File: config.mk
export PLATFORM = sky130hd
export DESIGN_NAME = branch_predictor
export DESIGN_NICKNAME = d
export VERILOG_FILES = /design/src/rtl/branch_predictor.sv
export SDC_FILE = /design/constraint.sdc
export NUM_CORES = 1
export LEC_CHECK = 0
export BUFFER_PORTS_ARGS = -buffer_cell sky130_fd_sc_hd__buf_4
export CAP_MARGIN = 15
export CORE_MARGIN = 4
export CORE_UTILIZATION = 52
export DETAILED_ROUTE_END_ITERATION = 16
export PLACE_DENSITY = 0.72
export SYNTH_ARGS = -nofsm -noshare
export SYNTH_HDL_FRONTEND = slang
export SYNTH_SLANG_ARGS = --single-unit
File: constraint.sdc
create_clock -name clk -period 8.4 [get_ports clk]
set_input_delay 1.26 -clock clk [delete_from_list [all_inputs] [get_ports clk]]
set_output_delay 1.26 -clock clk [all_outputs]
set_load 0.01 [all_outputs]
File: src/rtl/branch_predictor.sv
// Bimodal branch predictor: 2^INDEX_BITS two-bit saturating counters indexed by pc[INDEX_BITS+1:2].
// Define BP_STATS_EN to add the stat_branches / stat_mispredicts counters.
module branch_predictor #(
    parameter int         INDEX_BITS  = 6,
    parameter logic [1:0] RESET_STATE = 2'b01
) (
    input  logic        clk,
    input  logic        rst,
    input  logic        f_valid,
    input  logic [31:0] f_pc,
    output logic        f_pred_taken,
    input  logic        d_valid,
    input  logic        d_is_branch,
    input  logic [31:0] d_pc,
    input  logic        d_pred_taken,
    input  logic        d_actual_taken,
    output logic        d_mispredict
`ifdef BP_STATS_EN
    ,
    output logic [31:0] stat_branches,
    output logic [31:0] stat_mispredicts
`endif
);

    localparam int ENTRIES = 1 << INDEX_BITS;

    // f_valid and d_valid are plain qualifiers with no back-pressure: a lookup or an
    // update happens in exactly the cycle its valid is high; there is no ready.
    logic [1:0]            ctr_q [ENTRIES];
    logic [INDEX_BITS-1:0] f_idx;
    logic [INDEX_BITS-1:0] d_idx;
    logic                  update;
    logic [1:0]            cur_ctr;
    logic [1:0]            next_ctr;
    logic                  unused_pc_bits;

    assign f_idx  = f_pc[INDEX_BITS+1:2];
    assign d_idx  = d_pc[INDEX_BITS+1:2];
    assign update = d_valid & d_is_branch;

    // Upper PC bits are untagged (aliasing allowed); byte-offset bits never matter.
    assign unused_pc_bits = ^{f_pc[31:INDEX_BITS+2], f_pc[1:0],
                              d_pc[31:INDEX_BITS+2], d_pc[1:0]};

    // Gate with a mux rather than AND so an unknown index cannot leak out when idle.
    always_comb begin
        f_pred_taken = 1'b0;
        if (f_valid) begin
            f_pred_taken = ctr_q[f_idx][1];
        end
    end

    assign d_mispredict = d_valid & d_is_branch & (d_pred_taken != d_actual_taken);

    always_comb begin
        cur_ctr  = ctr_q[d_idx];
        next_ctr = cur_ctr;
        if (d_actual_taken) begin
            if (cur_ctr != 2'b11) begin
                next_ctr = cur_ctr + 2'd1;
            end
        end else begin
            if (cur_ctr != 2'b00) begin
                next_ctr = cur_ctr - 2'd1;
            end
        end
    end

    // Lookups read ctr_q directly, so a same-cycle update is seen only from the next cycle.
    always_ff @(posedge clk or posedge rst) begin
        if (rst) begin
            for (int i = 0; i < ENTRIES; i++) begin
                ctr_q[i] <= RESET_STATE;
            end
        end else if (update) begin
            ctr_q[d_idx] <= next_ctr;
        end
    end

`ifdef BP_STATS_EN
    always_ff @(posedge clk or posedge rst) begin
        if (rst) begin
            stat_branches    <= 32'd0;
            stat_mispredicts <= 32'd0;
        end else if (update) begin
            stat_branches <= stat_branches + 32'd1;
            if (d_mispredict) begin
                stat_mispredicts <= stat_mispredicts + 32'd1;
            end
        end
    end
`endif

endmodule
# --- After elaboration in Yosys (flattened, before gate mapping) ---
# Index checks and enable logic that the tools add are counted.
classes:
  eq_ne: 2
  add_sub_neg: 2
  n_bitwise: 4
  mux: 13
  order_cmp: 3
  reduce_logical: 2
op_table:
  columns: ["operator", "n"]
  rows:
  - ["$bwmux W128", 1]
  - ["$bmux W2 S6", 2]
  - ["$mux W2", 8]
  - ["$ge A7 B7 Y1 const B", 2]
  - ["$not A6 Y7", 2]
  - ["$demux W2 S6", 1]
  - ["$lt A7 B1 Y1 const B", 1]
  - ["$add A2 B1 Y2 const B", 1]
  - ["$and A1 B1 Y1", 2]
  - ["$ne A2 B2 Y1 const B", 1]
  - ["$reduce_bool A2 Y1", 1]
  - ["$sub A2 B1 Y2 const B", 1]
  - ["$logic_and A1 B1 Y1", 1]
  - ["$mux W1", 1]
  - ["$ne A1 B1 Y1", 1]
word_totals:
  regBits: 128
  in_bits: 71

# --- Logic depth before layout (Yosys ltp) ---
# Gate-level depths: netlist (run 1).
logic_depth:
  word_depth: 8
  mapped_depth: 11
  depth_no_buf: 7

# --- Least setup slack after synthesis (run 1) ---
# No wires, ideal clock.
synth_path:
  kind: "input port to output port"
  startpoint: "input f_pc[2]"
  endpoint: "output f_pred_taken"
  arrival_ns: 3.403
  cell_stages: 6
  path_slack_ns: 3.737
  cell_sequence: "buf_2 > buf_2 > mux4_2 > mux4_2 > mux4_2 > and2_1"
synth_between:
  elab_chain_len: 5
synth_rtl:
  columns: ["element", "line_no", "text"]
  rows:
  - ["start, declared", "10", "input logic [31:0] f_pc,"]
  - ["$not A6 Y7 (implied by the code)", "49", "f_pred_taken = ctr_q[f_idx][1];"]
  - ["$bmux W2 S6", "49", null]
  - ["$mux W2 (implied by the code) (2 in series)", "49", null]
  - ["$mux W1", "48", "if (f_valid) begin"]
  - ["end, declared", "11", "output logic f_pred_taken,"]
# Every way passes these cells. The select of a mux whose other input is x is not followed.

# --- Worst setup path in the final report (run 1) ---
# Ends and elaborated chain as after synthesis.

==> flow_summary.toml, run 1 <==
[run_status]
status = "completed"

[worst_setup_path]
cp_common_cell = "mux4_2"
required_ns = 7.14
critPathTopFamily = "multiplexers"
criticalPathCategory = "in2out"
endpoint_kind = "output port"
path_buf_inv = 2
cpPeakStageDelay_ns = 0.59
worstPathCellList = "buf_4 > mux4_2 > mux4_2 > mux4_2 > and2_1 > buf_4"
crit_path_start_kind = "input pin"
critPathMaxFanout = 16
crit_arrival_ns = 3.49
crit_path_top_delay_cell = "mux4_2"

[synthesis]
yosysUniqueCellTypes = 50
synth_area_leaders = "dfstp_2 (24%), dfrtp_1 (23%), mux2_2 (11%)"
synth_edf_count = 0
synth_ff_type = "dfstp_2"
syn_avg_cell_area_um2 = 11.3
yosysWarningCount = 0
synth_nets = 688
synth_area_um2 = 6970
synth_area_leader_cell = "dfstp_2"
syn_inst = 617
ys_async_sr_fraction_pct = 100
synth_top_area_share_pct = 24.1
ys_ff_latch = 128
ys_seq_area_share_pct = 47.1
yosys-top-cells-count = "nand2_1 (113), mux2_2 (69), o21ai_0 (66), dfrtp_1 (64), dfstp_2 (64)"
yosysMostFrequentCell = "nand2_1"

[detailed_routing]
wire_per_inst_um = 22.7
drt_wl_total_um = 18300
vias = 5144
antenna_left = 0
drt_pass1_iterations = 5
drtIter0Drc = 687
drc = 0
vias_per_cell = 6.37

[floorplan]
dieArea_um2 = 15300
die_h_um = 124
num_io_pins = 73
start_util_pct = 52.8
core_um2 = 13200
num_rows = 42
fp.dieW_um = 124

[finish]
reg.largest.list = "ctr_q: 128 flops"
largest_register_ffs = 128
drive_above_1_share_pct = 37.4
nets = 689
multiInputGateArea_um2 = 3400
fillers = 1072
syn2layout_area_growth_pct = 9.95
layout.area.seq_um2 = 3280
top_register = "ctr_q"
diodes = 0

[placement]
portBuffers = 20
dp_slack_ns = 3.64
hpwl_um = 11800
routabilityCongestion = 0.883

[clock_tree]
cts-root-buf = "clkbuf_16"
clk_pin_slew_ns = 0.05
clock_path_buffers = 2
cts_inserted_buffers = 17
ctsHoldBuffers = 0
htree_levels = 4
cts_resized = 0
cts_tree = "built"
clock_sinks = 128
clk_latency_ns = 0.43
cts_setup_buffers = 0

[power]
p_leak_nw = 3.11
powerDensity_nw_per_um2 = 197
vdd_ir_drop_max_mv = 0.157

[min_path]
hp-class = "reg2reg"

[timing]
setup_slack_ns = 3.65
fin_skew_ns = 0.00590
worstMarginPinSlew_ns = 1.21
max_freq_ghz = 0.210
hold_viol = 0
rsz0062_at_grt = "no"
period_needed_ns = 4.75
slew_violations = 0
tns_ns = 0
fin_crit_sh_pct = 56.6
setup_viol = 0
slew_headroom_pct = 19.0

[run]
maxCapViolations = 0

[global_route]
gr-total-overflow = 0
groute.usage.overall_pct = 25.4
antenna_found_initial = 0
grt_pass1_vias = 5222
grt_pass1_wl_um = 28600
grt_max_degree = 69
[routing by layer]
layer	part of all wire (%)	wire length, um	vias up	GRT usage, %
li1	-	-	2279	-
met1	40	7270	2581	32.6
met2	49	8930	235	40.8
met3	8.0	1460	49	5.72
met4	3.5	639	0	12.3
met5	0	0	-	0
[path summary, 6_finish.rpt]
| kind | start | endpoint | slack [ns] | depth (start not counted) |
|---|---|---|---|---|
| min in group asynchronous | rst | ctr_q[113] | 0.99 | 2 |
| min | ctr_q[46] | ctr_q[46] | 0.47 | 2 |
| min reg2reg | ctr_q[46] | ctr_q[46] | 0.47 | 2 |
| max | f_pc[2] | f_pred_taken | 3.65 | 6 |
| max in group asynchronous | rst | ctr_q[67] | 6.08 | 3 |
| max reg2reg | ctr_q[49] | ctr_q[83] | 5.63 | 8 |
[worst reg2reg max path: cells and delay by family, from the launching register on]
kind	cells	cell delay (ns)
multiplexers	2	0.59
flip-flops	1	0.40
AO/OA/AOI/OAI	3	0.81
adder cells (fa/ha/maj)	1	0.48
AND/OR/NAND/NOR	1	0.13
buffers and inverters	1	0.25
[cells in the final DEF, fill, tap and decap left out, drive strengths merged, types with 3 or more instances in the layout]
cell type and instances:
mux4 30, clkinv 7, mux2i 10, mux2 82
dfrtp 64, a221oi 7, nor3b 5, inv 7
clkbuf 26, o31ai 16, nor2 30, nand4 3
nor2b 4, and2 3, o21ai 66, o221ai 5
a32oi 5, and3 3, nand2 113, dfstp 64
nand3 14, nor3 3, a22oi 12, buf 24
[cell type report]
class                           instances  area share [%]
Clock inverter                          7           0.457
Clock buffer                           25            6.34
Tap cell                              176            2.87
Timing Repair Buffer                   25            2.71
Multi-Input combinational cell        439            44.4
Inverter                                7           0.376
Sequential cell                       128            42.9
[stage by stage]
stage          utilization [%]  cell area [um^2]  power (mW)  hold slack, ns  instances
2_1_floorplan                -              6970       0.814           0.442        617
3_3_place_gp              53.7              7090       0.853           0.453        771
3_5_place_dp              53.7              7090       0.861           0.458        771
4_1_cts                   57.7              7610        1.51           0.479        803
5_1_grt                   58.1              7660        1.56           0.488        807
6_report                  58.1              7660        1.51           0.475        807
[kinds of logic (layout without fill, tap and decap cells)]
group	count (synthesis)	after routing	share of synthesized area [%]
AND/OR/NAND/NOR	188	188	11.7
buffers and inverters	50	64	4.15
adder cells (fa/ha/maj)	2	2	0.323
XOR/XNOR	1	1	0.126
multiplexers	122	122	24.9
AO/OA/AOI/OAI	126	126	11.7
flip-flops	128	128	47.1
[where the power goes]
part | total [mW] | internal, mW | switching (mW)
Combinational | 0.162 | 0.0610 | 0.101
Clock | 0.655 | 0.396 | 0.259
Sequential | 0.695 | 0.673 | 0.0225
Total | 1.51 | 1.13 | 0.382
Power figures use the tool's default switching activity.
==> run 2, diff against run 1 <==
PLACE_DENSITY = 0.75   (was 0.72)
clock period = 4.3 ns   (was 8.4 ns; I/O delays follow)
==> run 2 against run 1 <==
Net effect: clock skew grew 0.0022 ns; routed wire length grew 1.4%; global-route usage grew 0.58 points; first-iteration DRC count shrank 26%; sequential power grew 96%; register-to-register slack lost 4.1 ns; highest routed layer unchanged.
==> flow_summary.toml, run 2 (synthesized netlist as in run 1, its figures left out) <==
[run_status]
status = "completed"

[worst_setup_path]
worstPathCellList = "buf_4 > mux4_2 > mux4_2 > mux4_2 > and2_1 > buf_4"
criticalPathCategory = "in2out"
r2r_start = "ctr_q[49]"
crit_path_start_kind = "input pin"
endpoint_kind = "output port"
crit_arrival_ns = 2.85
rrSetupSlack_ns = 1.56
r2r_end = "ctr_q[112]"
reg2reg_depth = 8
path_buf_inv = 2
critPathTopFamily = "multiplexers"
crit_path_top_delay_cell = "mux4_2"
critPathMaxFanout = 16
cpPeakStageDelay_ns = 0.59
cp_common_cell = "mux4_2"
required_ns = 3.65

[detailed_routing]
vias_per_cell = 6.40
drc = 0
drt_wl_total_um = 18600
drtIter0Drc = 506
antenna_left = 0
vias = 5206
wire_per_inst_um = 22.8
drt_pass1_iterations = 6

[clock_tree]
clk_latency_ns = 0.43
cts-root-buf = "clkbuf_16"
cts_resized = 0
cts_inserted_buffers = 17
cts_setup_buffers = 0
htree_levels = 4
ctsHoldBuffers = 0
clock_path_buffers = 2
cts_tree = "built"
clk_pin_slew_ns = 0.05
clock_sinks = 128

[placement]
portBuffers = 20
routabilityCongestion = 0.913
hpwl_um = 12000
place_inst = 781

[timing]
slew_headroom_pct = 26.7
period_needed_ns = 3.50
tns_ns = 0
rsz0062_at_grt = "no"
slew_violations = 0
setup_viol = 0
fin_crit_sh_pct = 81.3
hold_viol = 0
max_freq_ghz = 0.286
worstMarginPinSlew_ns = 1.09
fin_skew_ns = 0.00808

[power]
vdd_ir_drop_max_mv = 0.326
clkPwrFrac_pct = 44.3
p_int_mw = 2.27
combPwrFrac_pct = 10.8
switching_power_mw = 0.746
powerDensity_nw_per_um2 = 389
power_switching_share_pct = 24.7
p_leak_nw = 3.16
power_frac_seq_pct = 45.0

[finish]
top_register = "ctr_q"
fin_cells = 814
syn2layout_area_growth_pct = 11.2
multiInputGateArea_um2 = 3400
layout.area.seq_um2 = 3280
final_cell_mix = "nand2_1 (113), mux2_2 (69), o21ai_0 (66)"
nets = 696
fillers = 1085
largest_register_ffs = 128
diodes = 0
final_common_cell = "nand2_1"
drive_above_1_share_pct = 38.1
reg.largest.list = "ctr_q: 128 flops"

[floorplan]
core_um2 = 13200
num_rows = 42
die_h_um = 124
num_io_pins = 73
fp.dieW_um = 124
dieArea_um2 = 15300
start_util_pct = 52.8

[global_route]
groute.usage.overall_pct = 26.0
gr-total-overflow = 0
grt_pass1_vias = 5283
grt_max_degree = 87
antenna_found_initial = 0
grt_pass1_wl_um = 29200

[run]
maxCapViolations = 0

[min_path]
hp-class = "in2async"
-- run 2: changes by cell type in the layout (fill, tap and decap cells not counted), sizes merged --
cell    previous run  this run
buf               24        32
bufinv             0         1
clkbuf            26        25
clkinv             7         6
-- run 2: worst max path at each step --
stage                 start           end  cells after the start  slack, ns
global placement    d_pc[3]    ctr_q[120]                      9       0.69
floorplan               rst    ctr_q[101]                      1       0.35
global route        f_pc[2]  f_pred_taken                      6       0.73
detailed placement  d_pc[3]      ctr_q[8]                      9       0.69
finish              f_pc[2]  f_pred_taken                      6       0.80
CTS                 f_pc[2]  f_pred_taken                      6       0.81
-- run 2: through the flow --
step                hold slack [ns]  power (mW)  area, um^2  setup WS, ns  utilization (%)
floorplan                     0.442        1.59        6970         0.348                -
global placement              0.452        1.68        7180         0.685             54.4
detailed placement            0.466        1.69        7180         0.692             54.4
CTS                           0.479        3.02        7720         0.814             58.5
global route                  0.243        3.13        7750         0.730             58.8
finish                        0.226        3.02        7750         0.805             58.8
-- run 2: worst register-to-register path, cell delays in order, from the launching register on --
cell and delay [ns]:
dfrtp_1 0.39, mux2_2 0.27, a221o_1 0.36, a22oi_1 0.26, a2bb2oi_1 0.25, and4_1 0.23, maj3_2 0.46, buf_12 0.25
o21ai_0 0.17
-- run 2: layer usage --
layer | global-route usage [%] | up-vias | share of wire (%)
met5 | 0 | - | 0
met4 | 13.7 | 0 | 3.9
met3 | 7.81 | 56 | 9.5
met2 | 40.1 | 269 | 48
met1 | 33.0 | 2598 | 39
li1 | - | 2283 | -
-- run 2: power groups by stage --
stage	clock, mW	sequential [mW]	combinational, mW
floorplan	0	1.36	0.235
global placement	0	1.37	0.307
detailed placement	0	1.37	0.316
CTS	1.35	1.36	0.319
global route	1.41	1.36	0.351
finish	1.34	1.36	0.325
-- run 2: layout make-up --
| type | instances | area share [%] |
|---|---|---|
| multi-input combinational | 439 | 43.9 |
| sequential | 128 | 42.4 |
| clock buffer | 25 | 6.26 |
| timing repair buffer | 32 | 3.52 |
| tap | 176 | 2.84 |
| clock inverter | 7 | 0.775 |
| inverter | 7 | 0.371 |
